===== config.mk =====
export PLATFORM = sky130hd
export DESIGN_NAME = abstract_cmd_gen
export DESIGN_NICKNAME = d
export VERILOG_FILES = /design/src/rtl/abstract_cmd_gen.sv
export SDC_FILE = /design/constraint.sdc
export NUM_CORES = 1
export LEC_CHECK = 0
export ABC_AREA = 1
export CORE_ASPECT_RATIO = 0.75
export CORE_MARGIN = 2
export CORE_UTILIZATION = 39
export CTS_CLUSTER_DIAMETER = 120
export DETAILED_ROUTE_END_ITERATION = 16
export GPL_ROUTABILITY_DRIVEN = 0
export PLACE_DENSITY = 0.81
export SLEW_MARGIN = 20
export SYNTH_ARGS = -nofsm -noshare
export SYNTH_HDL_FRONTEND = slang
export SYNTH_SLANG_ARGS = --single-unit

===== constraint.sdc =====
create_clock -name clk -period 1.15 [get_ports clk]
set_input_delay 0.115 -clock clk [delete_from_list [all_inputs] [get_ports clk]]
set_output_delay 0.115 -clock clk [all_outputs]
set_load 0.01 [all_outputs]

===== src/rtl/abstract_cmd_gen.sv =====
// rtl/abstract_cmd_gen.sv - Access Register abstract command to injected instruction stream
//
// Purpose: accepts one Access Register abstract command and emits its RISC-V
// instruction sequence one word at a time over a valid/ready injection port.
// Data moves through dscratch0 (0x7B2); dscratch1 (0x7B3) preserves x1 while a
// CSR is accessed. Every sequence ends with ebreak, or with a jalr into the
// program buffer when postexec is built in and requested.
//
// Optional feature macro: ABSCMD_POSTEXEC_EN
//   defined   - cmd_postexec=1 terminates the sequence with a jump to PROGBUF_ADDR
//   undefined - cmd_postexec=1 is rejected with cmderr=2
//
// Ports:
//   clk, rst_n          clock, synchronous active-low reset
//   cmd_valid/ready     command handshake (ready only while idle)
//   cmd_write           1: register <= dscratch0, 0: dscratch0 <= register
//   cmd_transfer        perform the register access
//   cmd_postexec        run the program buffer afterwards
//   cmd_regno[15:0]     0x0000-0x0FFF CSR, 0x1000-0x101F GPR
//   inst[31:0]          instruction word, inst_valid/inst_ready handshake
//   core_exc            core raised an exception on an injected instruction
//   done                one-cycle completion pulse
//   err_valid, cmderr   one-cycle error pulse; cmderr (2 unsupported, 3 exception) holds
module abstract_cmd_gen #(
  parameter logic [11:0] PROGBUF_ADDR = 12'h300
) (
  input  logic        clk,
  input  logic        rst_n,
  input  logic        cmd_valid,
  output logic        cmd_ready,
  input  logic        cmd_write,
  input  logic        cmd_transfer,
  input  logic        cmd_postexec,
  input  logic [15:0] cmd_regno,
  output logic [31:0] inst,
  output logic        inst_valid,
  input  logic        inst_ready,
  input  logic        core_exc,
  output logic        done,
  output logic        err_valid,
  output logic [2:0]  cmderr
);

  localparam logic [11:0] DSCRATCH0 = 12'h7B2;
  localparam logic [11:0] DSCRATCH1 = 12'h7B3;
  localparam logic [4:0]  X1        = 5'd1;
  localparam logic [31:0] EBREAK    = 32'h00100073;

  typedef enum logic [1:0] {S_IDLE, S_EMIT, S_DONE, S_ERR} state_t;

  state_t      state, state_nxt;
  logic [2:0]  step;
  logic        lat_write, lat_transfer, lat_is_csr;
  logic [11:0] lat_regno;
  logic        accept, handshake, last_step, cmd_unsup, postexec_bad;
  logic [2:0]  seq_len;
  logic [31:0] term_word, seq_word;

  function automatic logic [31:0] csrr(input logic [4:0] rd, input logic [11:0] c);
    return {c, 5'd0, 3'b010, rd, 7'h73};
  endfunction

  function automatic logic [31:0] csrw(input logic [11:0] c, input logic [4:0] rs);
    return {c, rs, 3'b001, 5'd0, 7'h73};
  endfunction

`ifdef ABSCMD_POSTEXEC_EN
  localparam logic [31:0] JMP = {PROGBUF_ADDR, 5'd0, 3'b000, 5'd0, 7'h67};
  logic lat_postexec;
  assign postexec_bad = 1'b0;
  assign term_word    = lat_postexec ? JMP : EBREAK;
`else
  assign postexec_bad = cmd_postexec;
  assign term_word    = EBREAK;
`endif

  assign accept    = cmd_valid && (state == S_IDLE);
  assign handshake = inst_valid && inst_ready;
  // regno is only checked when a transfer is requested
  assign cmd_unsup = (cmd_transfer && (cmd_regno[15:12] != 4'h0)
                      && (cmd_regno[15:5] != 11'h080)) || postexec_bad;
  assign seq_len   = !lat_transfer ? 3'd1 : (lat_is_csr ? 3'd5 : 3'd2);
  assign last_step = (step == seq_len - 3'd1);

  // State register
  always_ff @(posedge clk) begin
    if (!rst_n) state <= S_IDLE;
    else        state <= state_nxt;
  end

  // Next-state logic; an exception outranks a simultaneous final handshake
  always_comb begin
    state_nxt = state;
    case (state)
      S_IDLE:  if (accept) state_nxt = cmd_unsup ? S_ERR : S_EMIT;
      S_EMIT:  if (core_exc) state_nxt = S_ERR;
               else if (handshake && last_step) state_nxt = S_DONE;
      S_DONE:  state_nxt = S_IDLE;
      S_ERR:   state_nxt = S_IDLE;
      default: state_nxt = S_IDLE;
    endcase
  end

  // Command latch, step counter and sticky error code
  always_ff @(posedge clk) begin
    if (!rst_n) begin
      step         <= 3'd0;
      lat_write    <= 1'b0;
      lat_transfer <= 1'b0;
      lat_is_csr   <= 1'b0;
      lat_regno    <= 12'd0;
      cmderr       <= 3'd0;
`ifdef ABSCMD_POSTEXEC_EN
      lat_postexec <= 1'b0;
`endif
    end else begin
      if (accept) begin
        step         <= 3'd0;
        lat_write    <= cmd_write;
        lat_transfer <= cmd_transfer;
        lat_is_csr   <= (cmd_regno[15:12] == 4'h0);
        lat_regno    <= cmd_regno[11:0];
`ifdef ABSCMD_POSTEXEC_EN
        lat_postexec <= cmd_postexec;
`endif
        if (cmd_unsup) cmderr <= 3'd2;
      end else if (state == S_EMIT) begin
        if (core_exc)       cmderr <= 3'd3;
        else if (handshake) step   <= step + 3'd1;
      end
    end
  end

  // Sequence table indexed by step
  always_comb begin
    seq_word = term_word;
    if (lat_transfer) begin
      if (!lat_is_csr) begin
        if (step == 3'd0)
          seq_word = lat_write ? csrr(lat_regno[4:0], DSCRATCH0)
                               : csrw(DSCRATCH0, lat_regno[4:0]);
      end else begin
        case (step)
          3'd0:    seq_word = csrw(DSCRATCH1, X1);
          3'd1:    seq_word = lat_write ? csrr(X1, DSCRATCH0) : csrr(X1, lat_regno);
          3'd2:    seq_word = lat_write ? csrw(lat_regno, X1) : csrw(DSCRATCH0, X1);
          3'd3:    seq_word = csrr(X1, DSCRATCH1);
          default: seq_word = term_word;
        endcase
      end
    end
  end

  // Outputs
  always_comb begin
    cmd_ready  = (state == S_IDLE);
    inst_valid = (state == S_EMIT);
    inst       = (state == S_EMIT) ? seq_word : 32'd0;
    done       = (state == S_DONE);
    err_valid  = (state == S_ERR);
  end

endmodule


Yosys cells after proc, flatten, opt, wreduce, memory -nomap -nowiden
Index checks and enable logic that the tools add are counted.
- word-level logic and storage cells: 58
- bits in read-only memories: 0
- register bits: 23
- output and inout port bits: 39
- input bits: 24
- bits in latches: 0
- memories: 0
- memory bits (writable): 0
- divide/modulo/power cells: 0
- reduce and logical (&&, ||, !) cells: 17
- $add $sub $neg: 2
- bitwise logic cells: 2
- equal/unequal tests: 11
- magnitude comparators: 0
- multipliers: 0
- shifts and indexed selects: 0
- muxes and demuxes: 19
- operators by type and width (cell ; number):
    $mux W32 ; 5
    $pmux W32 S4 ; 1
    $mux W31 ; 1
    $mux W20 ; 1
    $mux W3 ; 6
    $ne A11 B8 Y1 const B ; 1
    $mux W2 ; 4
    $eq A3 B2 Y1 const B ; 2
    $pmux W2 S3 ; 1
    $reduce_and A3 Y1 ; 2
    $logic_and A1 B1 Y1 ; 5
    $eq A2 B2 Y1 const B ; 2
    $logic_not A4 Y1 ; 1
    $ne A2 B1 Y1 const B ; 2
    $reduce_bool A2 Y1 ; 2
    $reduce_bool A4 Y1 ; 1
    $reduce_or A2 Y1 ; 2
    $add A3 B1 Y3 const B ; 1
    $eq A3 B1 Y1 const B ; 1
    $eq A3 B3 Y1 ; 1
    $logic_not A3 Y1 ; 1
    $ne A3 B1 Y1 const B ; 1
    $sub A3 B1 Y3 const B ; 1
    $eq A2 B1 Y1 const B ; 1
    other kinds (4) ; 5

Depth between registers and ports, before layout
Gate-level depths: netlist (run 1).
- depth after elaboration: 8
- mapped depth: 10
- depth with buffers taken out: 10

Worst setup path after synthesis (run 1)
Ideal clock, no wire load.
- path kind: reg-to-output
- start point: register step[0]
- end point: output port inst[22]
- cell stages (with the launch flop): 9
- data arrival time: 1.279 ns
- required time: 1.035 ns
- setup slack: -0.244 ns
- path through: dfxtp_1 > inv_1 > ha_1 > nand2_2 > inv_2 > nand2_1 > o21ai_2 > nand3_2 > nor3_1
- longest elaborated chain between the ends: 5
- elaborated cells between the ends (all ways): 8
- classes of those cells: 3 x eq/ne; 4 x mux; 1 x reduce/logical
- RTL lines (element ; RTL line ; text):
    start: declaration ; 52 ; logic [2:0] step;
    start signal: assignment ; 129 ; else if (handshake) step <= step + 3'd1;
    $eq A3 B2 Y1 (tied with other cells) ; 143 ; case (step)
    $pmux W32 S4 * ; 143 ;
    $mux W32 * ; 138 ; if (!lat_is_csr) begin
    $mux W32 * ; 137 ; if (lat_transfer) begin
    $mux W32 * ; 158 ; inst = (state == S_EMIT) ? seq_word : 32'd0;
    end: declaration ; 35 ; output logic [31:0] inst,
Every way passes the cells marked *; elsewhere a longest branch is shown, timed or not.

Worst setup path in the final report (run 1)
- start point: register step[0]
- end point: output port inst[20]
- longest elaborated chain between the ends: 5
- elaborated cells between the ends (all ways): 9
- classes of those cells: 3 x eq/ne; 5 x mux; 1 x reduce/logical
- RTL lines (element ; RTL line):
    $eq A3 B2 Y1 (tied with other cells) ; 143
    $pmux W32 S4 or $mux W31 (tied branches) ; 143, 139
    $mux W32 * ; 138
    $mux W32 * ; 137
    $mux W32 * ; 158
Marked as above.

==> results of run 1 <==
-- power by group --
part           switching, mW  leakage, nW  internal, mW
Combinational          0.759         1.24         0.746
Clock                  0.270       0.0339         0.378
Sequential            0.0708        0.183         0.839
-- kinds of logic after synthesis --
group / synth area share
AOI/OAI and AO/OA: 0.202
adders and majority gates: 0.0416
buffers and inverters: 0.170
DFF: 0.293
and+or+nand+nor: 0.292
other: 0.00249
-- timing repair --
item | in CTS | in global routing
endpoints found under the hold margin | 0 | 0
setup buffers | 10 | 6
resized for setup | 188 | 55
gates cloned | 1 | 0
setup endpoints to repair | 57 | 55
pin swaps | 22 | 13
-- sequential cells by signal (all words and copies together) (netlist names) --
register,flops
cmderr,2
lat_regno,12
lat_transfer,1
lat_write,1
lat_is_csr,1
step,3
state,2
-- worst min-delay path, stage by stage --
cell and delay [ns]:
clkdlybuf4s50_1 0.40, nand3_1 0.07, o21ai_1 0.06
-- metal layers --
| metal | vias to the layer above | part of all wire | GRT usage |
|---|---|---|---|
| li1 | 972 | - | - |
| met1 | 966 | 0.38 | 0.315 |
| met2 | 119 | 0.52 | 0.501 |
| met3 | 31 | 0.069 | 0.0539 |
| met4 | 0 | 0.036 | 0.0501 |
| met5 | - | 0 | 0 |
-- layout make-up --
cell class	instances	area share
Inverter	42	0.0636
Multi-Input combinational cell	154	0.407
Timing Repair inverter	1	0.00282
Clock buffer	4	0.0213
Sequential cell	22	0.145
Timing Repair Buffer	125	0.339
Tap cell	52	0.0209
-- stage by stage --
stage          worst slack (ns)  hold WS, ns
4_1_cts                  -0.550        0.415
5_1_grt                  -0.695        0.428
3_3_place_gp             -0.671        0.454
6_report                 -0.638        0.426
3_5_place_dp             -0.723        0.462
2_1_floorplan            -0.145        0.253
-- cell usage in the layout (no fill, tap or decap), types with 13 or more instances in the layout --
cell type	count
buf_4	49
inv_1	25
buf_6	25
buf_2	24
clkdlybuf4s50_1	23
nor2_1	19
nand2_1	18
dfxtp_1	17
nand3_1	13
-- how the worst max path moves through the flow --
| stage | endpoint | slack (ns) | depth (start not counted) |
|---|---|---|---|
| 5_1_grt | inst[20] | -0.69 | 11 |
| 2_1_floorplan | inst[23] | -0.15 | 6 |
| 6_report | inst[20] | -0.64 | 11 |
| 3_5_place_dp | inst[23] | -0.72 | 7 |
| 4_1_cts | inst[22] | -0.55 | 9 |
| 3_3_place_gp | inst[23] | -0.67 | 7 |
==> out/metrics.csv, run 1 <==
stage,metric,value,unit
placed_design,dpl hpwl,3.83,mm
layout,Seq. cell area,452,um^2
hold_path,worst hold path type,input port to flop,
layout,area of the multi-input gates,1260,um^2
worst_setup_path,Worst setup startpoint,step[0]$_SDFFE_PP0P_,
clocking,CTS tree,built,
clocking,Num CTS Buffers,3,
clocking,H-tree depth,1,
yosys,Yosys top cell area share,0.293,
power_and_ir_drop,peak supply drop,0.666,mV
worst_setup_path,CP peak stage delay,0.39,ns
layout,share of cells above drive strength 1,0.586,
hold_path,Hold Startpoint,cmd_regno[2],
worst_setup_path,CP Cell Sequence,"inv_6, ha_4, nand2_4, inv_4, nand2_2, o21ai_4, nand2_1, nand2_1, nand2_1, a21oi_2, buf_2",
worst_setup_path,"most used cell, CP",nand2_1,
layout,ant diodes,0,
timing,max frequency,0.559,GHz
clocking,CTS sink cnt,22,
clocking,clk slew on worst S/H paths,0.08,ns
worst_setup_path,Worst R2R End,lat_is_csr$_SDFFE_PN0P_,
worst_setup_path,critical path type,flop to output port,
yosys,Post-synth top cells,"34 x inv_1, 34 x nand2_1, 23 x nor2_1, 22 x dfxtp_1, 15 x nand3_1",
die,die width,75.7,um
worst_setup_path,CP Max Fanout,4,
detailed_routing,post-route ant nets,0,
die,Top Ports,63,
worst_setup_path,Worst R2R Path Depth,9,
layout,nets,378,
timing,final cycle utilization of the critical path,1.55,
clocking,CTS root buffer,clkbuf_8,
yosys,largest area contributor in the synthesized netlist,dfxtp_1,
placed_design,placed instance count,382,
die,Initial Util,0.408,
yosys,Syn. warnings,0,
die,core box area,3680,um^2
placed_design,DP Area,2680,um^2
timing,setup TNS,-19.16,ns
clocking,Post-CTS Hold Fix Bufs,0,
worst_setup_path,Worst setup SP type,flop,
timing,setup violators final,51,
die,Row Count,19,
worst_setup_path,"Buf+Inv Stages, Crit Path",3,
outcome,failing checks,negative setup slack,
timing,Layout Skew,0.00198,ns
detailed_routing,DR pass1 iterations,4,
layout,fin cells,400,
worst_setup_path,worst path required time,1.03,ns
timing,Final Critical Period,1.79,ns
layout,final core utilization,0.843,
timing,fin. max-slew vios,0,
outcome,status,finished with violations,
layout,Final Cell Area,3110,um^2
timing,Hold Fails Final Rpt,0,
worst_setup_path,Worst setup EP type,output port,
power_and_ir_drop,Power Total,3.06,mW
worst_setup_path,Critical R2R Launch,state[1]$_SDFFE_PN0P_,
detailed_routing,number of vias per cell,5.22,
yosys,Post-Syn Area per Cell,6.60,um^2
detailed_routing,wire length per cell,15.7,um
yosys,#FFs+latches synth,22,
global_routing,vias in the first global route,1951,
yosys,Post-Syn Instances,228,
detailed_routing,Remaining DRCs,0,
worst_setup_path,Critical-path top delay cell,dfxtp_4,
clocking,clk_lat worst skew,0.27,ns
yosys,Synth Cell Area,1510,um^2
yosys,top post-synthesis cells by area,"dfxtp_1 29%, inv_1 8.5%, nand2_1 8.5%, nor2_1 5.7%, buf_4 5.0%",
global_routing,first-pass GRT wire length,8.93,mm
flow_run,max_cap viols,0,
yosys,"Seq/Total Area, Yosys",0.293,
timing,PnR worst setup slack,-0.638,ns
yosys,ys flop type,dfxtp_1,
global_routing,initial antenna violation count,0,
hold_path,Min-Delay Path Depth,3,
placed_design,Buffers on Ports,58,
detailed_routing,Iter 0 DRT Violations,107,
hold_path,WHS Endpoint,lat_regno[2]$_SDFFE_PN0P_,
timing,RSZ-0062 raised after global routing,true,
clocking,Clock Path Buffers,2,
worst_setup_path,worst endpoint data arrival time,1.67,ns
die,die height,57.8,um
worst_setup_path,crit-path leading delay family,flip-flops,
global_routing,gr ovfl total,0,
yosys,synth unique cells,29,
worst_setup_path,flop2flop setup slack,-0.35,ns
detailed_routing,Vias,2088,
layout,# fillers,198,
power_and_ir_drop,total leakage power,1.45,nW
power_and_ir_drop,power per cell area,986,nW/um^2
layout,area grow syn2layout,106,%
yosys,"FFs w/ async S/R, synth",0,
global_routing,total track usage,0.268,
yosys,Post-synth EDFFs,0,
detailed_routing,final wirelength,6.27,mm
die,die area,4380,um^2
global_routing,largest net degree at the start of global routing,14,
Power figures use the tool's default switching activity.
==> inputs of run 2 (changes only) <==
--- a/config.mk
+++ b/config.mk
@@ -6,7 +6,7 @@
 export NUM_CORES = 1
 export LEC_CHECK = 0
 export ABC_AREA = 1
-export CORE_ASPECT_RATIO = 0.75
+export CORE_ASPECT_RATIO = 0.7
 export CORE_MARGIN = 2
 export CORE_UTILIZATION = 39
 export CTS_CLUSTER_DIAMETER = 120
==> run 2 against run 1 <==
The run still ends with negative setup slack left; setup slack worse by 0.15 ns; maximum frequency is 7.8% lower; highest routed layer unchanged; sequential share of layout area about the same; global-route usage rose by 0.69 points; clock power is 8.8% lower; cell count shrank 0.25%; routed wire length up 14%; non-clock buffer count up 1; sequential power shrank 0.6%.
==> out/metrics.csv, run 2 (synthesis results as in run 1) <==
stage,metric,value,unit,change
timing,max frequency,0.516,GHz,-7.8%
worst_setup_path,CP Max Fanout,5,,+1
global_routing,gr ovfl total,0,,unchanged
detailed_routing,final wirelength,7.14,mm,+14%
power_and_ir_drop,power per cell area,983,nW/um^2,-0.29%
timing,PnR worst setup slack,-0.789,ns,-0.151 ns
layout,area grow syn2layout,107,%,
layout,ant diodes,0,,unchanged
layout,Top reg by flops,lat_regno,,
timing,RSZ-0062 raised after global routing,true,,
worst_setup_path,worst endpoint data arrival time,1.82,ns,+0.15 ns
placed_design,Buffers on Ports,58,,unchanged
timing,setup violators final,55,,+7.8%
clocking,CTS root buffer,clkbuf_8,,
die,die width,78.3,um,+3.3%
global_routing,vias in the first global route,1993,,+2.2%
clocking,CTS tree,built,,
timing,final cycle utilization of the critical path,1.69,,+0.131
die,die height,56.0,um,-3.2%
layout,max FFs per register,12,,unchanged
outcome,failing checks,negative setup slack,,
global_routing,largest net degree at the start of global routing,13,,-1
worst_setup_path,worst path required time,1.03,ns,about the same
detailed_routing,Iter 0 DRT Violations,188,,+76%
power_and_ir_drop,total leakage power,1.45,nW,-0.34%
global_routing,total track usage,0.275,,+0.00689
layout,final core utilization,0.865,,+0.0218
timing,Final Critical Period,1.94,ns,+0.151 ns
detailed_routing,DR pass1 iterations,5,,+1
clocking,Clock Path Buffers,2,,unchanged
timing,Hold Fails Final Rpt,0,,unchanged
clocking,H-tree depth,1,,unchanged
layout,"commonest non-fill, non-tap cells in the layout","51 x buf_4, 28 x inv_1, 25 x buf_6, 24 x nand2_1, 23 x clkdlybuf4s50_1",,
outcome,status,finished with violations,,
detailed_routing,post-route ant nets,0,,unchanged
layout,nets,379,,+0.26%
detailed_routing,Vias,2158,,+3.4%
flow_run,max_cap viols,0,,unchanged
clocking,Num CTS Buffers,3,,unchanged
die,Top Ports,63,,unchanged
layout,share of cells above drive strength 1,0.559,,-0.0275
die,Initial Util,0.418,,+0.00922
layout,biggest regs,"lat_regno: 12 flops, step: 3 flops",,
die,core box area,3600,um^2,-2.2%
placed_design,post-place setup slack,-0.715,ns,+0.00764 ns
die,die area,4380,um^2,about the same
global_routing,first-pass GRT wire length,9.52,mm,+6.7%
clocking,CTS sink cnt,22,,unchanged
die,Row Count,18,,-1
timing,setup TNS,-21.09,ns,-1.93 ns
clocking,Post-CTS Hold Fix Bufs,0,,unchanged
detailed_routing,Remaining DRCs,0,,unchanged
detailed_routing,wire length per cell,17.9,um,+14%
hold_path,worst hold path type,input port to flop,,
worst_setup_path,Worst setup SP type,flop,,
placed_design,placed instance count,380,,-0.52%
worst_setup_path,Worst setup EP type,output port,,
timing,fin. max-slew vios,0,,unchanged
layout,"most common cell after layout, fill and taps aside",buf_4,,
placed_design,dpl hpwl,3.79,mm,-0.82%
power_and_ir_drop,peak supply drop,0.764,mV,+15%
detailed_routing,number of vias per cell,5.41,,+3.6%
layout,fin cells,399,,-0.25%
clocking,clk_lat worst skew,0.28,ns,about the same
global_routing,initial antenna violation count,0,,unchanged
worst_setup_path,critical path type,flop to output port,,
timing,Layout Skew,0.00774,ns,+0.00576 ns
clocking,clk slew on worst S/H paths,0.09,ns,about the same
==> run 2: cell type report <==
class / instances / area (um^2)
flip-flops and latches: 22 / 452
clock buffers: 4 / 55.1
repair buffers: 126 / 1080
well taps: 50 / 62.6
fillers: 196 / 487
inverters: 42 / 198
repair inverters: 1 / 11.3
multi-input cells: 154 / 1260
==> run 2: power breakdown <==
group	total, mW	internal, mW	switching (mW)
combinational	1.57	0.764	0.805
clock	0.590	0.306	0.283
sequential	0.904	0.838	0.0660
==> run 2: path summary, 6_finish.rpt <==
| check | start | end | slack (ns) | cells after the start |
|---|---|---|---|---|
| worst min-delay path | cmd_regno[0] | lat_regno[0]$_SDFFE_PN0P_ | 0.42 | 3 |
| worst max register to register | state[0]$_SDFFE_PN0P_ | state[1]$_SDFFE_PN0P_ | -0.27 | 8 |
| worst min register to register | lat_regno[9]$_SDFFE_PN0P_ | lat_regno[9]$_SDFFE_PN0P_ | 0.49 | 2 |
| worst max-delay path | step[0]$_SDFFE_PP0P_ | inst[13] | -0.79 | 8 |
==> run 2: critical path: stages (launching register included) <==
cell and delay (ns):
dfxtp_4 0.37, buf_6 0.11, inv_6 0.04, buf_4 0.14, o21ai_0 0.21, nand3_1 0.14, a21oi_2 0.19, buf_4 0.13
clkdlybuf4s15_2 0.20
==> run 2: stage by stage <==
step | hold WS, ns | power (mW) | cell area, um^2
after floorplan | 0.253 | 1.44 | 1710
after global placement | 0.456 | 1.95 | 2680
after detailed placement | 0.466 | 1.98 | 2680
after CTS | 0.419 | 2.72 | 2860
after global routing | 0.444 | 3.17 | 3120
final | 0.424 | 3.06 | 3120
==> run 2: per-layer routing <==
layer	wire [um]	GRT usage	up-vias
met5	0	0	-
met4	439	0.0451	0
met3	590	0.0633	49
met2	3500	0.515	140
met1	2600	0.323	998
li1	-	-	971
==> run 2: timing repair <==
item                                    CTS  global route
endpoints found under the hold margin     0             0
cloned                                    1             1
resized for setup                       182            48
pin swaps                                23            13
buffers inserted                          9             6
endpoints found under the setup margin   57            55
